$ cat config.mk
export PLATFORM = sky130hd
export DESIGN_NAME = uart_loader
export DESIGN_NICKNAME = d
export VERILOG_FILES = /design/src/rtl/uart_loader_pkg.sv /design/src/rtl/uart_loader_rx.sv /design/src/rtl/uart_loader.sv
export SDC_FILE = /design/constraint.sdc
export NUM_CORES = 1
export LEC_CHECK = 0
export ABC_AREA = 0
export CAP_MARGIN = 30
export CORE_MARGIN = 2
export CORE_UTILIZATION = 39
export DETAILED_ROUTE_END_ITERATION = 8
export PLACE_DENSITY = 0.64
export SYNTH_ARGS = -nofsm -noshare
export SYNTH_HDL_FRONTEND = slang
export SYNTH_SLANG_ARGS = --single-unit
$ cat constraint.sdc
create_clock -name clk_125mhz -period 12.2 [get_ports clk_125mhz]
set_input_delay 3.66 -clock clk_125mhz [delete_from_list [all_inputs] [get_ports clk_125mhz]]
set_output_delay 3.66 -clock clk_125mhz [all_outputs]
set_load 0.05 [all_outputs]
$ cat src/rtl/uart_loader_pkg.sv
// rtl/uart_loader_pkg.sv - shared types and constants for the UART program loader
package uart_loader_pkg;

  typedef enum logic [2:0] {
    L_IDLE,
    L_LEN0,
    L_LEN1,
    L_DATA,
    L_SUM,
    L_DONE,
    L_ERROR
  } load_state_t;

  typedef enum logic [1:0] {
    RX_IDLE,
    RX_START,
    RX_DATA,
    RX_STOP
  } rx_state_t;

  localparam logic [7:0]  SYNC_BYTE = 8'hA5;
  localparam int unsigned MAX_WORDS = 16384;

endpackage

$ cat src/rtl/uart_loader_rx.sv
// rtl/uart_loader_rx.sv - 8N1 UART receiver with input synchronizer and start-bit glitch rejection
module uart_rx
  import uart_loader_pkg::*;
#(
  parameter int DIV = 1085
) (
  input  logic       clk_125mhz,
  input  logic       reset,
  input  logic       rxd,
  output logic       byte_valid,
  output logic       frame_err,
  output logic [7:0] rx_data
);

  localparam int            CW      = $clog2(DIV + 1);
  localparam logic [CW-1:0] HALF_M1 = CW'(DIV / 2 - 1);
  localparam logic [CW-1:0] FULL_M1 = CW'(DIV - 1);
  localparam logic [CW-1:0] ONE     = CW'(1);

  logic          sync1;
  logic          sync2;
  logic          rx_prev;
  rx_state_t     state;
  logic [CW-1:0] cnt;
  logic [2:0]    bit_idx;
  logic [7:0]    shreg;

  always_ff @(posedge clk_125mhz or posedge reset) begin
    if (reset) begin
      sync1      <= 1'b1;
      sync2      <= 1'b1;
      rx_prev    <= 1'b1;
      state      <= RX_IDLE;
      cnt        <= '0;
      bit_idx    <= '0;
      shreg      <= '0;
      rx_data    <= '0;
      byte_valid <= 1'b0;
      frame_err  <= 1'b0;
    end else begin
      sync1      <= rxd;
      sync2      <= sync1;
      rx_prev    <= sync2;
      byte_valid <= 1'b0;
      frame_err  <= 1'b0;
      case (state)
        RX_IDLE: begin
          if (rx_prev && !sync2) begin
            state <= RX_START;
            cnt   <= '0;
          end
        end
        // Mid-start-bit recheck: a line already back high was a glitch.
        RX_START: begin
          if (cnt == HALF_M1) begin
            cnt     <= '0;
            bit_idx <= '0;
            state   <= sync2 ? RX_IDLE : RX_DATA;
          end else begin
            cnt <= cnt + ONE;
          end
        end
        RX_DATA: begin
          if (cnt == FULL_M1) begin
            cnt   <= '0;
            shreg <= {sync2, shreg[7:1]};
            if (bit_idx == 3'd7) state <= RX_STOP;
            else bit_idx <= bit_idx + 3'd1;
          end else begin
            cnt <= cnt + ONE;
          end
        end
        RX_STOP: begin
          if (cnt == FULL_M1) begin
            cnt   <= '0;
            state <= RX_IDLE;
            if (sync2) begin
              byte_valid <= 1'b1;
              rx_data    <= shreg;
            end else begin
              frame_err <= 1'b1;
            end
          end else begin
            cnt <= cnt + ONE;
          end
        end
        default: state <= RX_IDLE;
      endcase
    end
  end

endmodule

$ cat src/rtl/uart_loader.sv
// rtl/uart_loader.sv - framed serial image loader driving the instruction/data memory write port
module uart_loader
  import uart_loader_pkg::*;
#(
  parameter int CLK_HZ      = 125000000,
  parameter int BAUD        = 115200,
  parameter int TIMEOUT_CYC = 12500000
) (
  input  logic        clk_125mhz,
  input  logic        reset,
  input  logic        rxd,
  output logic        mem_we,
  output logic [13:0] mem_adr,
  output logic [31:0] mem_wdata,
  output logic [3:0]  mem_byteen,
  output logic        cpu_reset,
  output logic        busy,
  output logic        done,
  output logic        err
);

  localparam int            DIV          = CLK_HZ / BAUD;
  localparam int            TW           = $clog2(TIMEOUT_CYC + 1);
  localparam logic [TW-1:0] TIMEOUT_LAST = TW'(TIMEOUT_CYC - 1);

  logic          byte_valid;
  logic          frame_err;
  logic [7:0]    rx_data;
  load_state_t   state;
  logic [7:0]    len_lo;
  logic [13:0]   last_idx;
  logic [1:0]    byte_idx;
  logic [7:0]    chk;
  logic [TW-1:0] gap_cnt;
  logic [15:0]   len_word;
  logic          timed_out;

  uart_rx #(.DIV(DIV)) u_rx (
    .clk_125mhz (clk_125mhz),
    .reset      (reset),
    .rxd        (rxd),
    .byte_valid (byte_valid),
    .frame_err  (frame_err),
    .rx_data    (rx_data)
  );

  assign mem_byteen = 4'hF;
  assign len_word   = {rx_data, len_lo};
  assign timed_out  = busy && !byte_valid && (gap_cnt == TIMEOUT_LAST);

  always_ff @(posedge clk_125mhz or posedge reset) begin
    if (reset) begin
      state     <= L_IDLE;
      mem_we    <= 1'b0;
      mem_adr   <= '0;
      mem_wdata <= '0;
      cpu_reset <= 1'b1;
      busy      <= 1'b0;
      done      <= 1'b0;
      err       <= 1'b0;
      len_lo    <= '0;
      last_idx  <= '0;
      byte_idx  <= '0;
      chk       <= '0;
      gap_cnt   <= '0;
    end else begin
      mem_we <= 1'b0;
      // The strobe of the final word leaves DATA, so the address never steps past N-1.
      if (mem_we && state == L_DATA) mem_adr <= mem_adr + 14'd1;
      if (byte_valid || !busy) gap_cnt <= '0;
      else gap_cnt <= gap_cnt + TW'(1);

      case (state)
        L_IDLE, L_DONE, L_ERROR: begin
          if (byte_valid && rx_data == SYNC_BYTE) begin
            state     <= L_LEN0;
            busy      <= 1'b1;
            cpu_reset <= 1'b1;
            done      <= 1'b0;
            err       <= 1'b0;
          end
        end
        default: begin
          if (frame_err || timed_out) begin
            state <= L_ERROR;
            err   <= 1'b1;
            busy  <= 1'b0;
          end else if (byte_valid) begin
            case (state)
              L_LEN0: begin
                len_lo <= rx_data;
                state  <= L_LEN1;
              end
              L_LEN1: begin
                if (len_word == 16'd0 || 32'(len_word) > MAX_WORDS) begin
                  state <= L_ERROR;
                  err   <= 1'b1;
                  busy  <= 1'b0;
                end else begin
                  last_idx <= 14'(len_word - 16'd1);
                  mem_adr  <= '0;
                  chk      <= '0;
                  byte_idx <= '0;
                  state    <= L_DATA;
                end
              end
              L_DATA: begin
                mem_wdata[{byte_idx, 3'b000} +: 8] <= rx_data;
                chk      <= chk ^ rx_data;
                byte_idx <= byte_idx + 2'd1;
                if (byte_idx == 2'd3) begin
                  mem_we <= 1'b1;
                  if (mem_adr == last_idx) state <= L_SUM;
                end
              end
              L_SUM: begin
                if (rx_data == chk) begin
                  state     <= L_DONE;
                  done      <= 1'b1;
                  busy      <= 1'b0;
                  cpu_reset <= 1'b0;
                end else begin
                  state <= L_ERROR;
                  err   <= 1'b1;
                  busy  <= 1'b0;
                end
              end
              default: state <= L_ERROR;
            endcase
          end
        end
      endcase
    end
  end

endmodule

After elaboration in Yosys (flattened, before gate mapping)
Cells that the tools add are included.
{"block": "totals", "ff_bits": 147, "out_inout_bits": 55}
{"block": "classes", "n_addsub": 7, "n_lt_le_gt_ge": 1, "n_eq_ne": 30, "n_shift": 2, "muxes": 70, "bitwise": 4, "reduce_logical": 35}
{"operator": "two-way mux 14 bit", "n": 6}
{"operator": "two-way mux 11 bit", "n": 3}
{"operator": "case mux 11 bit (3 select lines)", "n": 1}
{"operator": "bitwise mux 32 bit", "n": 1}
{"operator": "two-way mux 1 bit", "n": 32}
{"operator": "variable shift 8 x 7 -> 32 bit (first input constant)", "n": 1}
{"operator": "indexed part select 8 x 7 -> 32 bit", "n": 1}
{"operator": "two-way mux 3 bit", "n": 10}
{"operator": "AND reduction 5 bit", "n": 5}
{"operator": "adder 24 x 1 -> 24 bit (second input constant)", "n": 1}
{"operator": "equality test 24 bit (second input constant)", "n": 1}
{"operator": "two-way mux 24 bit", "n": 1}
{"operator": "AND reduction 4 bit", "n": 5}
{"operator": "> comparator 16 x 15 -> 1 bit (second input constant)", "n": 1}
{"operator": "logical NOT 16 bit", "n": 1}
{"operator": "two-way mux 2 bit", "n": 8}
{"operator": "case mux 8 bit (2 select lines)", "n": 1}
{"operator": "adder 14 x 1 -> 14 bit (second input constant)", "n": 1}
{"operator": "equality test 14 bit", "n": 1}
{"operator": "subtractor 14 x 1 -> 14 bit (second input constant)", "n": 1}
{"operator": "equality test 3 bit (second input constant)", "n": 4}
{"operator": "!= test 2 x 1 -> 1 bit (second input constant)", "n": 6}
{"operator": "case mux 3 bit (4 select lines)", "n": 1}
{"operator": "adder 11 x 1 -> 11 bit (second input constant)", "n": 1}
{"operator": "34 further kinds", "n": 55}

Logic depth before layout (Yosys ltp)
{"block": "logic_depth", "depth_word": 8, "depth_mapped": 9, "ltp_nobuf": 8}

Modules after synthesis
Synthesis repeated with hierarchy kept, for this count alone.
{"block": "hier_totals", "cells_unflattened": 756, "hier_area_um2": 7513.5}
{"module": "uart_loader", "instances": 1, "cells_per_inst": 600, "area_each_um2": 5690.5}
{"module": "uart_rx", "instances": 1, "cells_per_inst": 156, "area_each_um2": 1823.0}

Worst setup path after synthesis
No wires, ideal clock.
{"block": "synth_timing", "path_type": "register -> output", "startpoint": "register mem_adr[9]", "endpoint": "output port mem_adr[9]", "t_arrival_ns": 0.680, "slack_ns": 7.860, "stages_incl_launch_ff": 1, "n_path_buf": 0, "path_cell_list": "dfrtp_1"}
{"item": "from (decl)", "line_no": "uart_loader.sv:13", "rtl": "output logic [13:0] mem_adr,"}
{"item": "from (signal assigned)", "line_no": "uart_loader.sv:69", "rtl": "if (mem_we && state == L_DATA) mem_adr <= mem_adr + 14'd1;"}
No word-level cell between the ends.

Worst setup path after layout
{"block": "layout_timing", "startpoint": "register mem_adr[9]", "endpoint": "output port mem_adr[9]"}
No word-level cell between the ends.

==> summary.md <==
| Metric | Value |
|---|---|
| Synth Area in Adders | `0.02629` |
| RSZ-0062 raised after global routing | `no` |
| Xor and xnor area share after synthesis | `0.07117` |
| Placer Congestion | `about 0.77` |
| Initial antenna violation count | `0` |
| Clock buffer depth | `2` |
| TritonCTS clock tree | `yes` |
| Hold violation total from the final report | `0` |
| Critical path's slowest cell | `clkdlybuf4s50_1` |
| Synthesized instance count | `747` |
| Largest net degree at the start of global routing | `93` |
| # Max-Cap Violations | `0` |
| FP Rows | `49` |
| Synth top cells by count | `dfrtp_1 (143), nand2_1 (139), o21ai_0 (84), nor2_1 (68), xnor2_1 (33)` |
| H-tree levels | `4` |
| Synth Area in Compound Gates | `0.1076` |
| Initial cell density of the core | `0.3974` |
| 1st-iter DRT viols | `roughly 360` |
| CP max FO | `6` |
| PwrDens | `~140 mW/mm²` |
| Setup crit end kind | `primary output` |
| Count of flip-flops with a built-in enable after synthesis | `0` |
| Router iterations before antenna repair | `6` |
| WHS | `0.3564 ns` |
| Clk Latency, worst-skew pair | `between 0.4 and 0.5 ns` |
| Clock root buffer | `clkbuf_16` |
| Slew Limit Headroom | `0.3596` |
| Largest family of logic cells by synthesized area | `simple AND/OR/NAND/NOR gates` |
| Number of fillers in the final layout | `1692` |
| Die Area | `0.01940 mm²` |
| ANT cells | `0` |
| Mux cell area share after synthesis | `0.02805` |
| Drt wl/cell | `about 14 µm` |
| Layout Skew | `0.01360 ns` |
| Placed insts | `about 1000` |
| Critical path's top delay family | `buffers and inverters` |
| GR Overflow Total | `0` |
| WS Path Type | `reg -> out` |
| Worst Hold Class | `reg -> reg` |
| Top cells by area, synth | `dfrtp_1 (50%), nand2_1 (7.3%), o21ai_0 (5.9%)` |
| Port Buffer Count | `53` |
| Area Overhead vs Synth | `19.12%` |
| Simple-gate share of the synthesized area | `0.2177` |
| #FFs+latches synth | `~150` |
| Final wirelength | `14750 µm` |
| Startpoint Class | `flip-flop` |
| Bufs and invs on worst path | `1` |
| Dominant cell by count in the synthesized netlist | `dfrtp_1` |
| Peak Freq | `~190 MHz` |
| Post-CTS Setup Inserts | `0` |
| Yosys cell types | `65` |
| # setup viols final | `0` |
| Placed Area | `0.007829 mm²` |
| Residual DRC count | `0` |
| Post-route minimum period | `roughly 5.4 ns` |
| Pwr Total | `1172 µW` |
| Crit-path cells | `clkdlybuf4s50_1` |
| Synth warn | `0` |
| Chip height | `139.3 µm` |
| First-pass GRT wire length | `25500 µm` |
| CTS sink cnt | `between 100 and 150` |
| Avg Cell Area, Syn | `between 9 and 10 µm²` |
| Setup TNS | `0 ns` |
| Final worst path period share | `0.4419` |
| Fin nets | `809` |
| Slowest stage delay, CP | `~0.85 ns` |
| Cell Area, Synth | `0.007138 mm²` |
| Via/cell ratio | `5.084` |
| Outcome | `completed` |
| Critical path arrival | `1.73 ns` |
| Slew Limit Fails | `0` |
| Total GRT Usage | `0.1612` |
| Async SR Flop Fraction | `1.000` |
| Share of layout cells above drive strength 1 | `0.07960` |
| Seq/Total Area, Yosys | `0.5160` |
| Post-route ant nets | `0` |
| Leakage | `between 0.003 and 0.004 µW` |
| Num CTS Buffers | `17` |
| Area leader, netlist | `dfrtp_1` |
| Core Region | `0.01796 mm²` |
| Top FF cell, synth | `dfrtp_1` |
| Final instance area | `0.008503 mm²` |
| Die width | `139.3 µm` |
| Peak supply drop | `0.09369 mV` |
| HPWL Detailed | `9652 µm` |
| CTS Hold Bufs | `0` |
| Vias in the first global route | `4994` |
| Vias | `5252` |
| I/O pins | `58` |
| Worst-margin pin slew | `0.9585 ns` |
| Area fraction of the dominant cell type after synthesis | `0.5013` |
| Reg clk slew, reported paths | `0.06 ns` |
| PostCTS Resize Cnt | `0` |
| Post-Layout Cell Count | `approximately 1000` |
| CP Data Required Time | `8.54 ns` |
## cell usage in the layout, fill, tap and decap left out, types with 3 or more instances in the layout
cell type          n
dfrtp_1          143
nand2_1          139
o21ai_0           84
nor2_1            68
clkdlybuf4s50_1   53
xnor2_1           33
xor2_1            25
nand3_1           21
inv_1             20
nand2b_1          20
clkbuf_16         17
mux2_2            16
nand4_1           15
ha_1              15
nor3_1            10
a21oi_1           10
nor2b_1            7
and3_1             7
o31ai_1            6
bufinv_16          5
or3_1              4
o22ai_1            4
conb_1             4
clkinv_4           4
dfstp_2            4
nand4b_1           3
o21a_1             3
nor3b_1            3
a22o_1             3
nor4_1             3
inv_6              3
## metal layers
metal	GRT usage	part of all wire
met5	0	0
met3	0.03063	0.031
met4	0.04944	0.0086
met1	0.2410	0.53
met2	0.2379	0.43
## sequential cells by signal, indices dropped and copies added, names as in the netlist, 3 cells and up, named ones only
signal        flops
state             3
u_rx.shreg        8
u_rx.cnt         11
last_idx         14
len_lo            8
u_rx.rx_data      8
gap_cnt          24
mem_adr          14
chk               8
mem_wdata        32
u_rx.bit_idx      3
## metrics by stage
stage	utilization	worst slack (ns)
2_1_floorplan	-	4.595
3_3_place_gp	0.4358	6.604
3_5_place_dp	0.4358	6.596
4_1_cts	0.4734	6.782
5_1_grt	0.4734	6.745
6_report	0.4734	6.809
## final timing paths
| kind | from | endpoint | slack (ns) | cells after the start |
|---|---|---|---|---|
| setup / recovery | mem_adr[9] | mem_adr[9] | 6.81 | 1 |
| hold / removal | u_rx.sync1 | u_rx.sync2 | 0.36 | 0 |
| setup reg to reg | u_rx.byte_valid | busy | 9.35 | 6 |
| hold reg to reg | u_rx.sync1 | u_rx.sync2 | 0.36 | 0 |
| max in group asynchronous | reset | last_idx[10] | 7.16 | 3 |
| min in group asynchronous | reset | u_rx.cnt[2] | 3.80 | 2 |
## layout make-up
class | instances | area [µm²] | area share
clock buffers | 19 | 452.9 | 0.05327
clock inverters | 13 | 221.5 | 0.02604
inverters | 22 | 87.58 | 0.01030
multi-input cells | 549 | 3233 | 0.3802
flip-flops and latches | 147 | 3684 | 0.4332
well taps | 229 | 286.5 | 0.03370
repair buffers | 54 | 538.0 | 0.06327
## report_power, final
| part | switching [µW] | total (µW) | internal, µW |
|---|---|---|---|
| clock | 212 | 590 | 378 |
| combinational | 44.3 | 67.3 | 23.0 |
| sequential | 15.1 | 515 | 500 |
| total | 272 | 1170 | 900 |
## cells by family (layout without fill, tap and decap cells)
logic type,after synthesis,after routing
buffers and inverters,54,108
multiplexers,18,18
AND/OR/NAND/NOR,323,323
adder cells (fa/ha/maj),15,15
flip-flops,147,147
XOR/XNOR,58,58
other,1,4
AO/OA/AOI/OAI,131,131
Power figures use the tool's default switching activity.
